`config.mk`:
```
export PLATFORM = sky130hd
export DESIGN_NAME = fifo_ctrl
export DESIGN_NICKNAME = d
export VERILOG_FILES = /design/src/rtl/fifo_ctrl.sv
export SDC_FILE = /design/constraint.sdc
export NUM_CORES = 1
export LEC_CHECK = 0
export ABC_AREA = 0
export CAP_MARGIN = 10
export CORE_ASPECT_RATIO = 1.5
export CORE_UTILIZATION = 40
export CTS_BUF_LIST = sky130_fd_sc_hd__clkbuf_8
export DETAILED_ROUTE_END_ITERATION = 10
export SYNTH_ARGS = -nofsm -noshare
export SYNTH_HDL_FRONTEND = slang
export SYNTH_SLANG_ARGS = --single-unit
```
`constraint.sdc`:
```
create_clock -name clk -period 2.3 [get_ports clk]
set_clock_uncertainty 0.1 [all_clocks]
set_input_delay 0.345 -clock clk [delete_from_list [all_inputs] [get_ports clk]]
set_output_delay 0.345 -clock clk [all_outputs]
set_load 0.1 [all_outputs]
```
`src/rtl/fifo_ctrl.sv`:
```
`default_nettype none
// ============================================================================
// Module   : fifo_ctrl
// Brief    : Single-clock FIFO controller sequencing a dual-port RAM;
//            wrap-at-DEPTH pointers, occupancy count, status and sticky flags.
// Revision : 1.0 - initial release
// ============================================================================
module fifo_ctrl #(
  parameter int N        = 8,
  parameter int DEPTH    = 90,
  parameter int AF_LEVEL = DEPTH - 4,
  parameter int AE_LEVEL = 4
) (
  input  logic         clk,
  input  logic         rst_n,
  input  logic         push,
  input  logic         pop,
  input  logic         clear,
  output logic         mem_wr_en,
  output logic [N-1:0] mem_wr_ptr,
  output logic         mem_rd_en,
  output logic [N-1:0] mem_rd_ptr,
  output logic         rd_valid,
  output logic [N:0]   count,
  output logic         full,
  output logic         empty,
  output logic         almost_full,
  output logic         almost_empty,
  output logic         overflow,
  output logic         underflow
);

  localparam logic [N:0]   c_DEPTH = (N+1)'(DEPTH);
  localparam logic [N:0]   c_AF    = (N+1)'(AF_LEVEL);
  localparam logic [N:0]   c_AE    = (N+1)'(AE_LEVEL);
  localparam logic [N-1:0] c_LAST  = N'(DEPTH - 1);

  logic [N-1:0] r_wr_ptr, r_rd_ptr;
  logic [N:0]   r_count, w_count_nxt;
  logic         r_full, r_empty, r_af, r_ae;
  logic         r_overflow, r_underflow, r_rd_valid;
  logic         w_push_acc, w_pop_acc;

  // Depth need not be a power of two, so the pointer wraps explicitly.
  function automatic logic [N-1:0] f_ptr_inc(input logic [N-1:0] p);
    return (p == c_LAST) ? '0 : p + N'(1);
  endfunction

  // rst_n gating keeps both RAM enables low for the whole reset window.
  assign w_pop_acc  = rst_n & pop & ~r_empty & ~clear;
  assign w_push_acc = rst_n & push & ~clear & (~r_full | w_pop_acc);

  always_comb begin
    w_count_nxt = r_count;
    if (clear)
      w_count_nxt = '0;
    else if (w_push_acc && !w_pop_acc)
      w_count_nxt = r_count + (N+1)'(1);
    else if (w_pop_acc && !w_push_acc)
      w_count_nxt = r_count - (N+1)'(1);
  end

  always_ff @(posedge clk or negedge rst_n) begin
    if (!rst_n) begin
      r_wr_ptr    <= '0;
      r_rd_ptr    <= '0;
      r_count     <= '0;
      r_full      <= 1'b0;
      r_empty     <= 1'b1;
      r_af        <= 1'b0;
      r_ae        <= 1'b1;
      r_overflow  <= 1'b0;
      r_underflow <= 1'b0;
      r_rd_valid  <= 1'b0;
    end else begin
      r_count    <= w_count_nxt;
      r_full     <= (w_count_nxt == c_DEPTH);
      r_empty    <= (w_count_nxt == '0);
      r_af       <= (w_count_nxt >= c_AF);
      r_ae       <= (w_count_nxt <= c_AE);
      r_rd_valid <= w_pop_acc;
      if (clear) begin
        r_wr_ptr    <= '0;
        r_rd_ptr    <= '0;
        r_overflow  <= 1'b0;
        r_underflow <= 1'b0;
      end else begin
        if (w_push_acc) r_wr_ptr <= f_ptr_inc(r_wr_ptr);
        if (w_pop_acc)  r_rd_ptr <= f_ptr_inc(r_rd_ptr);
        r_overflow  <= r_overflow  | (push & ~w_push_acc);
        r_underflow <= r_underflow | (pop  & ~w_pop_acc);
      end
    end
  end

  assign mem_wr_en    = w_push_acc;
  assign mem_rd_en    = w_pop_acc;
  assign mem_wr_ptr   = r_wr_ptr;
  assign mem_rd_ptr   = r_rd_ptr;
  assign rd_valid     = r_rd_valid;
  assign count        = r_count;
  assign full         = r_full;
  assign empty        = r_empty;
  assign almost_full  = r_af;
  assign almost_empty = r_ae;
  assign overflow     = r_overflow;
  assign underflow    = r_underflow;

endmodule
`default_nettype wire

```
== Word level (Yosys, flattened, before mapping) ==
Cells that the tools add are included.
Word-level totals
  input port bits: 5
  word-level logic and storage cells: 53
  bits in registers: 32
  output and inout port bits: 34
Operators by class
  reduce and logical (&&, ||, !) cells: 7
  equal/unequal tests: 3
  bitwise operators: 16
  order comparisons: 2
  muxes and demuxes: 11
  $add $sub $neg: 4
Operator list (count)
  two-way mux 8 bit: 6
  two-way mux 9 bit: 3
  adder 8 x 1 -> 8 bit, second input constant: 2
  equality test 8 x 7 -> 1 bit, second input constant: 2
  adder 9 x 1 -> 9 bit, second input constant: 1
  equality test 9 x 7 -> 1 bit, second input constant: 1
  greater-or-equal comparator 9 x 7 -> 1 bit, second input constant: 1
  less-or-equal comparator 9 x 3 -> 1 bit, second input constant: 1
  logical NOT 9 bit: 1
  subtractor 9 x 1 -> 9 bit, second input constant: 1
  AND 1 bit: 8
  NOT 1 bit: 5
  nonzero test 2 bit: 2
  OR 1 bit: 3
  logical AND 1 bit: 2
  logical NOT 1 bit: 2
  two-way mux 1 bit: 2

== Longest topological paths before layout ==
Gate-level depths: netlist of run 1.
  depth after elaboration: 11
  gate-level depth with buffers: 9

== Worst setup path after synthesis of run 1 ==
Ideal clock, no wire load.
  kind: register to register
  start: register r_full (netlist: full)
  end: register r_wr_ptr[3] (netlist: mem_wr_ptr[3])
  library setup time: 163 ps
  required time: 2037 ps
  stages on the path, launching flop included: 5
  setup slack: -1184 ps
  arrival: 3221 ps
  cells stage by stage: dfrtp_1 a21oi_1 nor2_1 o21ai_0 o31ai_1
Between the ends
  cells in the longest elaborated chain, start to end: 4
RTL lines
  start, declared: RTL line 40  | logic r_full, r_empty, r_af, r_ae;
  start signal, assigned: RTL line 77  | r_full <= (w_count_nxt == c_DEPTH);
  NOT 1 bit: RTL line 51  | assign w_push_acc = rst_n & push & ~clear & (~r_full | w_pop_acc);
  OR 1 bit: RTL line 51
  AND 1 bit: RTL line 51
  via mem_wr_en: RTL line 19  | output logic mem_wr_en,
  nonzero test 2 bit (no source line)
  end signal, assigned: RTL line 88  | if (w_push_acc) r_wr_ptr <= f_ptr_inc(r_wr_ptr);
  end, declared: RTL line 38  | logic [N-1:0] r_wr_ptr, r_rd_ptr;
The timed path passes the listed nets, and every way through them passes these cells.
A chain may end at the register's enable or synchronous reset.

== Final worst setup path of run 1 ==
  start: register r_count[0] (netlist: count[0])
  end: register r_full (netlist: full)
Between the ends
  cells in the longest elaborated chain, start to end: 5
RTL lines
  start, declared: RTL line 39  | logic [N:0] r_count, w_count_nxt;
  start signal, assigned: RTL line 76  | r_count <= w_count_nxt;
  subtractor 9 x 1 -> 9 bit: RTL line 60  | w_count_nxt = r_count - (N+1)'(1);
  two-way mux 9 bit: RTL line 59  | else if (w_pop_acc && !w_push_acc)
  two-way mux 9 bit (*): RTL line 57  | else if (w_push_acc && !w_pop_acc)
  two-way mux 9 bit (*): RTL line 55  | if (clear)
  equality test 9 x 7 -> 1 bit (*): RTL line 77
Every way passes the cells marked *; elsewhere a longest branch is shown, timed or not.

==> results of run 1 <==
logic make-up (layout without fill, tap and decap cells):
| logic type | count (synthesis) | in the layout | share of synthesized area [%] |
|---|---|---|---|
| AO/OA/AOI/OAI | 56 | 56 | 20.52 |
| XOR/XNOR | 10 | 10 | 4.501 |
| adder cells (fa/ha/maj) | 6 | 6 | 3.858 |
| buffers and inverters | 18 | 101 | 4.115 |
| flip-flops | 32 | 32 | 41.29 |
| AND/OR/NAND/NOR | 84 | 84 | 25.72 |
per-layer routing:
| metal | part of all wire (%) | up-vias | global-route usage, % |
|---|---|---|---|
| li1 | - | 919 | - |
| met1 | 40 | 915 | 25.19 |
| met2 | 53 | 40 | 39.67 |
| met3 | 3.0 | 19 | 3.418 |
| met4 | 4.0 | 0 | 11.04 |
| met5 | 0 | - | 0 |
per-stage QoR:
stage                     setup slack, ns  hold slack (ns)  util (%)
after CTS                        0.006559           0.1147     60.38
after global routing              -0.1190           0.1388     62.84
after global placement            -0.3856          0.09519     57.60
after floorplan                  -0.09926         -0.05059         -
after detailed placement          -0.4118          0.09010     57.60
final                            -0.06454           0.1119     62.84
repair_timing:
item,CTS,global route
cloned,0,0
endpoints found under the setup margin,4,7
hold endpoints to repair,3,0
setup buffers,0,4
hold buffers,1,0
pin swaps,0,11
gates resized for setup,3,15
critical path, delay by kind of cell, from the launching register on:
kind | cells | cell delay (ns)
compound gates | 2 | 0.27
xor+xnor | 1 | 0.24
flops | 1 | 0.48
fa+ha+maj | 1 | 0.18
simple gates | 3 | 0.94
buf+inv | 1 | 0.07
layout make-up:
class,count,area (sq um),share of cell area (%)
clock buffer,5,68.82,2.391
clock inverter,3,38.79,1.348
inverter,9,36.28,1.261
multi-input combinational,156,1167,40.57
sequential,32,824.5,28.65
tap,64,80.08,2.783
timing repair buffer,84,661.9,23.00
report_power, final:
part / switching, W / internal, W / leakage (nW)
sequential: 0.0000154 / 0.000586 / 0.415
clock: 0.000212 / 0.000317 / 0.0593
combinational: 0.000250 / 0.000123 / 0.792
state kept, by name, indices dropped and copies added (netlist names):
| signal | flops |
|---|---|
| almost_empty | 1 |
| almost_full | 1 |
| count | 9 |
| empty | 1 |
| full | 1 |
| mem_rd_ptr | 8 |
| mem_wr_ptr | 8 |
| overflow | 1 |
| rd_valid | 1 |
| underflow | 1 |
cells in the final DEF (no fill, tap or decap), types with 4 or more instances in the layout:
master,count
buf_4,77
o21ai_0,21
dfrtp_1,18
nor2_1,17
nand2_1,14
nand3_1,12
dfrtp_2,11
inv_1,8
nand2b_1,5
and3_1,5
xor2_1,5
ha_1,5
clkbuf_8,5
nor4_1,4
o31ai_1,4
path summary, 6_finish.rpt:
| kind | startpoint | to | slack (ns) |
|---|---|---|---|
| worst max-delay path | count[0]$_DFF_PN0_ | full$_DFF_PN0_ | -0.06 |
| worst min-delay path | rst_n | almost_full$_DFF_PN0_ | 0.11 |
| worst max register to register | count[0]$_DFF_PN0_ | full$_DFF_PN0_ | -0.06 |
| worst min register to register | overflow$_DFF_PN0_ | overflow$_DFF_PN0_ | 0.41 |
| max in group asynchronous | rst_n | mem_wr_ptr[3]$_DFFE_PN0P_ | 1.40 |
| min in group clk | overflow$_DFF_PN0_ | overflow$_DFF_PN0_ | 0.41 |
==> results.cfg, run 1 <==
[status]
outcome = complete, but fails checks
violations = negative setup slack

[routing]
first_pass_iters = 4
routed_wl_um = 5401
wire_per_inst_um = 15.30
remaining_drc_errors = 0
ant_nets = 0
drt_iter0_drc = 63
vias = 1893
avgViaCountPerCell = 5.363

[synth]
ys.flop_type = dfrtp_1
synth_cell_types = 56
synth_enable_flop_cells = 0
avgSynthCellArea_sq_um = 9.445
async_flop_share_pct = 100.0
synth_top_area_share_pct = 38.59
ys_top_cells_by_count = 30 x dfrtp_1, 21 x o21ai_0, 18 x nor2_1
syn-cell-area_sq_mm = 0.001946
yosys.area.top_type = dfrtp_1
yosysMostFrequentCell = dfrtp_1
synth_warnings = 0
syn_inst = 206
yosysSeqAreaShare_pct = 41.29
synth_top_cells_by_area = dfrtp_1 39%, o21ai_0 5.4%, ha_1 3.9%, nor2_1 3.5%, nand3_1 3.1%
ys_ff_latch = 32
syn_nets = 217

[power_and_ir_drop]
powerDensity_mw_per_mm2 = 522.6
ir_drop_mv = 0.4070
power_w = 0.001504
p_leak_nw = 1.267

[floorplanning]
dieArea_sq_mm = 0.005153
rows = 30
die_h_um = 87.42
die_w_um = 58.95
initial_utilization_pct = 42.49
coreArea_sq_mm = 0.004579
ioPinCount = 39

[cts]
clk_path_buf_depth = 2
cts_buffers = 5
clk_latency_ns = 0.28
cts_sinks = 32
ctsHtreeMaxLevel = 2
path_clk_slew_ns = 0.07
cts-root-buf = clkbuf_8
cts_tree = yes

[timing]
rsz0062_at_grt = true
finalHoldViolations = 0
finalCriticalPeriod_ns = 2.365
layout_setup_ws_ns = -0.06454
worstMarginPinSlew_ns = 0.6848
post-route-period-util_pct = 102.8
finalSetupViolCount = 4
maxSlewHeadroom_pct = 54.35
max_freq_mhz = 422.9
tns_ns = -0.1551
drv_slew = 0

[setup_path]
crit_chain = inv_2, ha_2, or3b_4, nor2_2, a32oi_1, xor2_1, or3_4, a211oi_2
worstSetupEndpointType = register
crit_slowest_cell = dfrtp_4
crit_type = register to register
worst-path-max-fanout = 4
cp.required_ns = 2.40
crit_path_start_kind = register
critPathArrivalTime_ns = 2.46
worstRegToRegCells = 8
max_stage_delay_ns = 0.48

[place]
place_area_sq_mm = 0.002638
dp_cells = 340
hpwl_um = 3977
gp_congestion = 0.8640
portBuffers = 38

[layout]
finalNonFillerCells = 353
synthToLayoutAreaGrowth_pct = 47.91
drive_above_1_share_pct = 46.71
nFillCells = 403
final_cell_area_sq_mm = 0.002878
diodes = 0
nNetsFinal = 299

[grt]
grtUsageTotal_pct = 22.28
antenna_found_initial = 0
grt_pass1_vias = 1767
grt_max_degree = 31
grt_overflow = 0
grt_pass1_wl_um = 8473

[min_path]
hold_path_class = input pin to asynchronous set/reset pin

[flow_run]
maxCapViolations = 0
Note: power is estimated with default switching activity, not from simulation.
==> run 2: changes to the inputs <==
- SLEW_MARGIN: default -> 20
==> results of run 2 <==
Final layout, timing and power as in run 1 (identical DEF).
==> run 3: changes to the inputs <==
- CAP_MARGIN: 10 -> 20
- CORE_ASPECT_RATIO: 1.5 -> 0.9
- CORE_MARGIN: default -> 2
==> run 3 against run 2 <==
Against the previous run:
- the flow still finishes with violations (negative setup slack)
- non-clock buffer count decreased by 16
- utilization decreased by 5.9 points
- setup slack improved by 0.060 ns
- final area decreased by 5.6%
- flip-flop and latch count unchanged
- combinational power decreased by 6.4%
- clock-buffer cell count increased by 1
- hold slack got worse by 0.029 ns
- power decreased by 7.7%
- largest power group unchanged
==> results.cfg, run 3 (synthesized netlist as in run 1, its figures left out) <==
[timing]
finalHoldViolations = 0
finalSetupViolCount = 1
max_freq_mhz = 433.9
worstMarginPinSlew_ns = 0.6567
layout_setup_ws_ns = -0.004554
rsz0062_at_grt = true
finalCriticalPeriod_ns = 2.305
maxSlewHeadroom_pct = 56.22
drv_slew = 0
tns_ns = -0.004554
post-route-period-util_pct = 100.2

[grt]
grtUsageMet3_pct = 4.910
grtUsageTotal_pct = 19.68
grt_overflow = 0
grt_util_met1_pct = 26.86
antenna_found_initial = 0
grtUsageMet2_pct = 30.43
busiest_layer = met2
grt_pass1_vias = 1699
grt_pass1_wl_um = 8480
grt_max_degree = 27

[routing]
first_pass_iters = 4
avgViaCountPerCell = 5.379
routed_wl_um = 5098
wire_per_inst_um = 15.08
vias = 1818
ant_nets = 0
drt_iter0_drc = 69
remaining_drc_errors = 0

[cts]
clk_path_buf_depth = 2
post-cts-setup-buffers = 0
path_clk_slew_ns = 0.07
cts_tree = yes
cts_buffers = 5
cts_sinks = 32
cts-root-buf = clkbuf_8
clk_latency_ns = 0.28
ctsHtreeMaxLevel = 2

[power_and_ir_drop]
p_comb_share_pct = 25.2
intPower_w = 0.0009288
power_frac_seq_pct = 43.5
power.share.switching_pct = 33.10
p_switching_w = 0.0004595
p_clk_share_pct = 31.3
ir_drop_mv = 0.4677
powerDensity_mw_per_mm2 = 511.1
p_leak_nw = 1.173

[place]
dpl_worst_slack_ns = -0.2554
dp_cells = 329
place_area_sq_mm = 0.002549
gp_congestion = 0.8409
hpwl_um = 3742
portBuffers = 38

[setup_path]
worstSetupEndpointType = register
crit_path_start_kind = register
rrSetupSlack_ns = -0.005
cp.required_ns = 2.40
crit_type = register to register
worstRegToRegCells = 7
critPathArrivalTime_ns = 2.40
worst-path-max-fanout = 6

[layout]
synthToLayoutAreaGrowth_pct = 39.61
final_common_cell = buf_4
sequential_cell_area_sq_um = 824.5
diodes = 0
final_cell_mix = 60 x buf_4, 21 x o21ai_0, 18 x dfrtp_1
final_cell_area_sq_mm = 0.002716
drive_above_1_share_pct = 42.12
multi_input_area_sq_mm = 0.001135
finalNonFillerCells = 338
nNetsFinal = 283
fin_util_pct = 56.89
largest_register_ffs = 9
nFillCells = 434

[status]
violations = negative setup slack
outcome = complete, but fails checks

[floorplanning]
ioPinCount = 39
dieArea_sq_mm = 0.005439
rows = 24
coreArea_sq_mm = 0.004775
die_w_um = 77.52
die_h_um = 70.17
initial_utilization_pct = 40.75

[min_path]
hold_path_class = input pin to asynchronous set/reset pin

[flow_run]
maxCapViolations = 0
==> run 3: metrics by stage <==
step / total power [W] / hold slack [ns]
2_1_floorplan: 0.0008365 / -0.05059
3_5_place_dp: 0.0009492 / 0.2765
5_1_grt: 0.001451 / 0.1047
6_report: 0.001388 / 0.08336
3_3_place_gp: 0.0009477 / 0.2868
4_1_cts: 0.001394 / 0.08577
==> run 3: final timing paths <==
check	startpoint	end
max	empty$_DFF_PN1_	empty$_DFF_PN1_
min	rst_n	count[0]$_DFF_PN0_
max reg2reg	empty$_DFF_PN1_	empty$_DFF_PN1_
min reg2reg	mem_wr_ptr[4]$_DFFE_PN0P_	mem_wr_ptr[4]$_DFFE_PN0P_
max in group asynchronous	rst_n	mem_wr_ptr[0]$_DFFE_PN0P_
min in group clk	mem_wr_ptr[4]$_DFFE_PN0P_	mem_wr_ptr[4]$_DFFE_PN0P_
==> run 3: repair_timing <==
item,in CTS,in global routing
hold buffers,1,0
gates resized for setup,0,14
endpoints found under the hold margin,6,0
setup endpoints to repair,0,5
==> run 3: power groups by stage <==
stage	registers (W)	clock network [W]	logic [W]
after detailed placement	0.000613	0	0.000337
after floorplan	0.000735	0	0.000101
after global routing	0.000605	0.000475	0.000371
after CTS	0.000603	0.000453	0.000339
after global placement	0.000613	0	0.000335
final	0.000603	0.000434	0.000350
==> run 3: cell type report <==
cell class / count / share of cell area [%]
sequential: 32 / 30.35
timing repair buffer: 68 / 20.13
multi-input combinational: 156 / 41.78
inverter: 9 / 1.428
tap: 65 / 2.994
clock buffer: 6 / 3.040
clock inverter: 2 / 0.2764
==> run 3: worst max-delay path: stages, from the launching register on <==
cell and delay, ns:
dfstp_4 0.63, and2b_4 0.22, nor4b_4 0.35, buf_4 0.19
and3_1 0.16, o211a_4 0.17, o221ai_2 0.13, a211oi_2 0.26
==> run 3: per-layer routing <==
| metal | routed length, um | vias to the layer above |
|---|---|---|
| li1 | - | 886 |
| met1 | 2364 | 888 |
| met2 | 2459 | 40 |
| met3 | 232 | 4 |
| met4 | 42 | 0 |
| met5 | 0 | - |
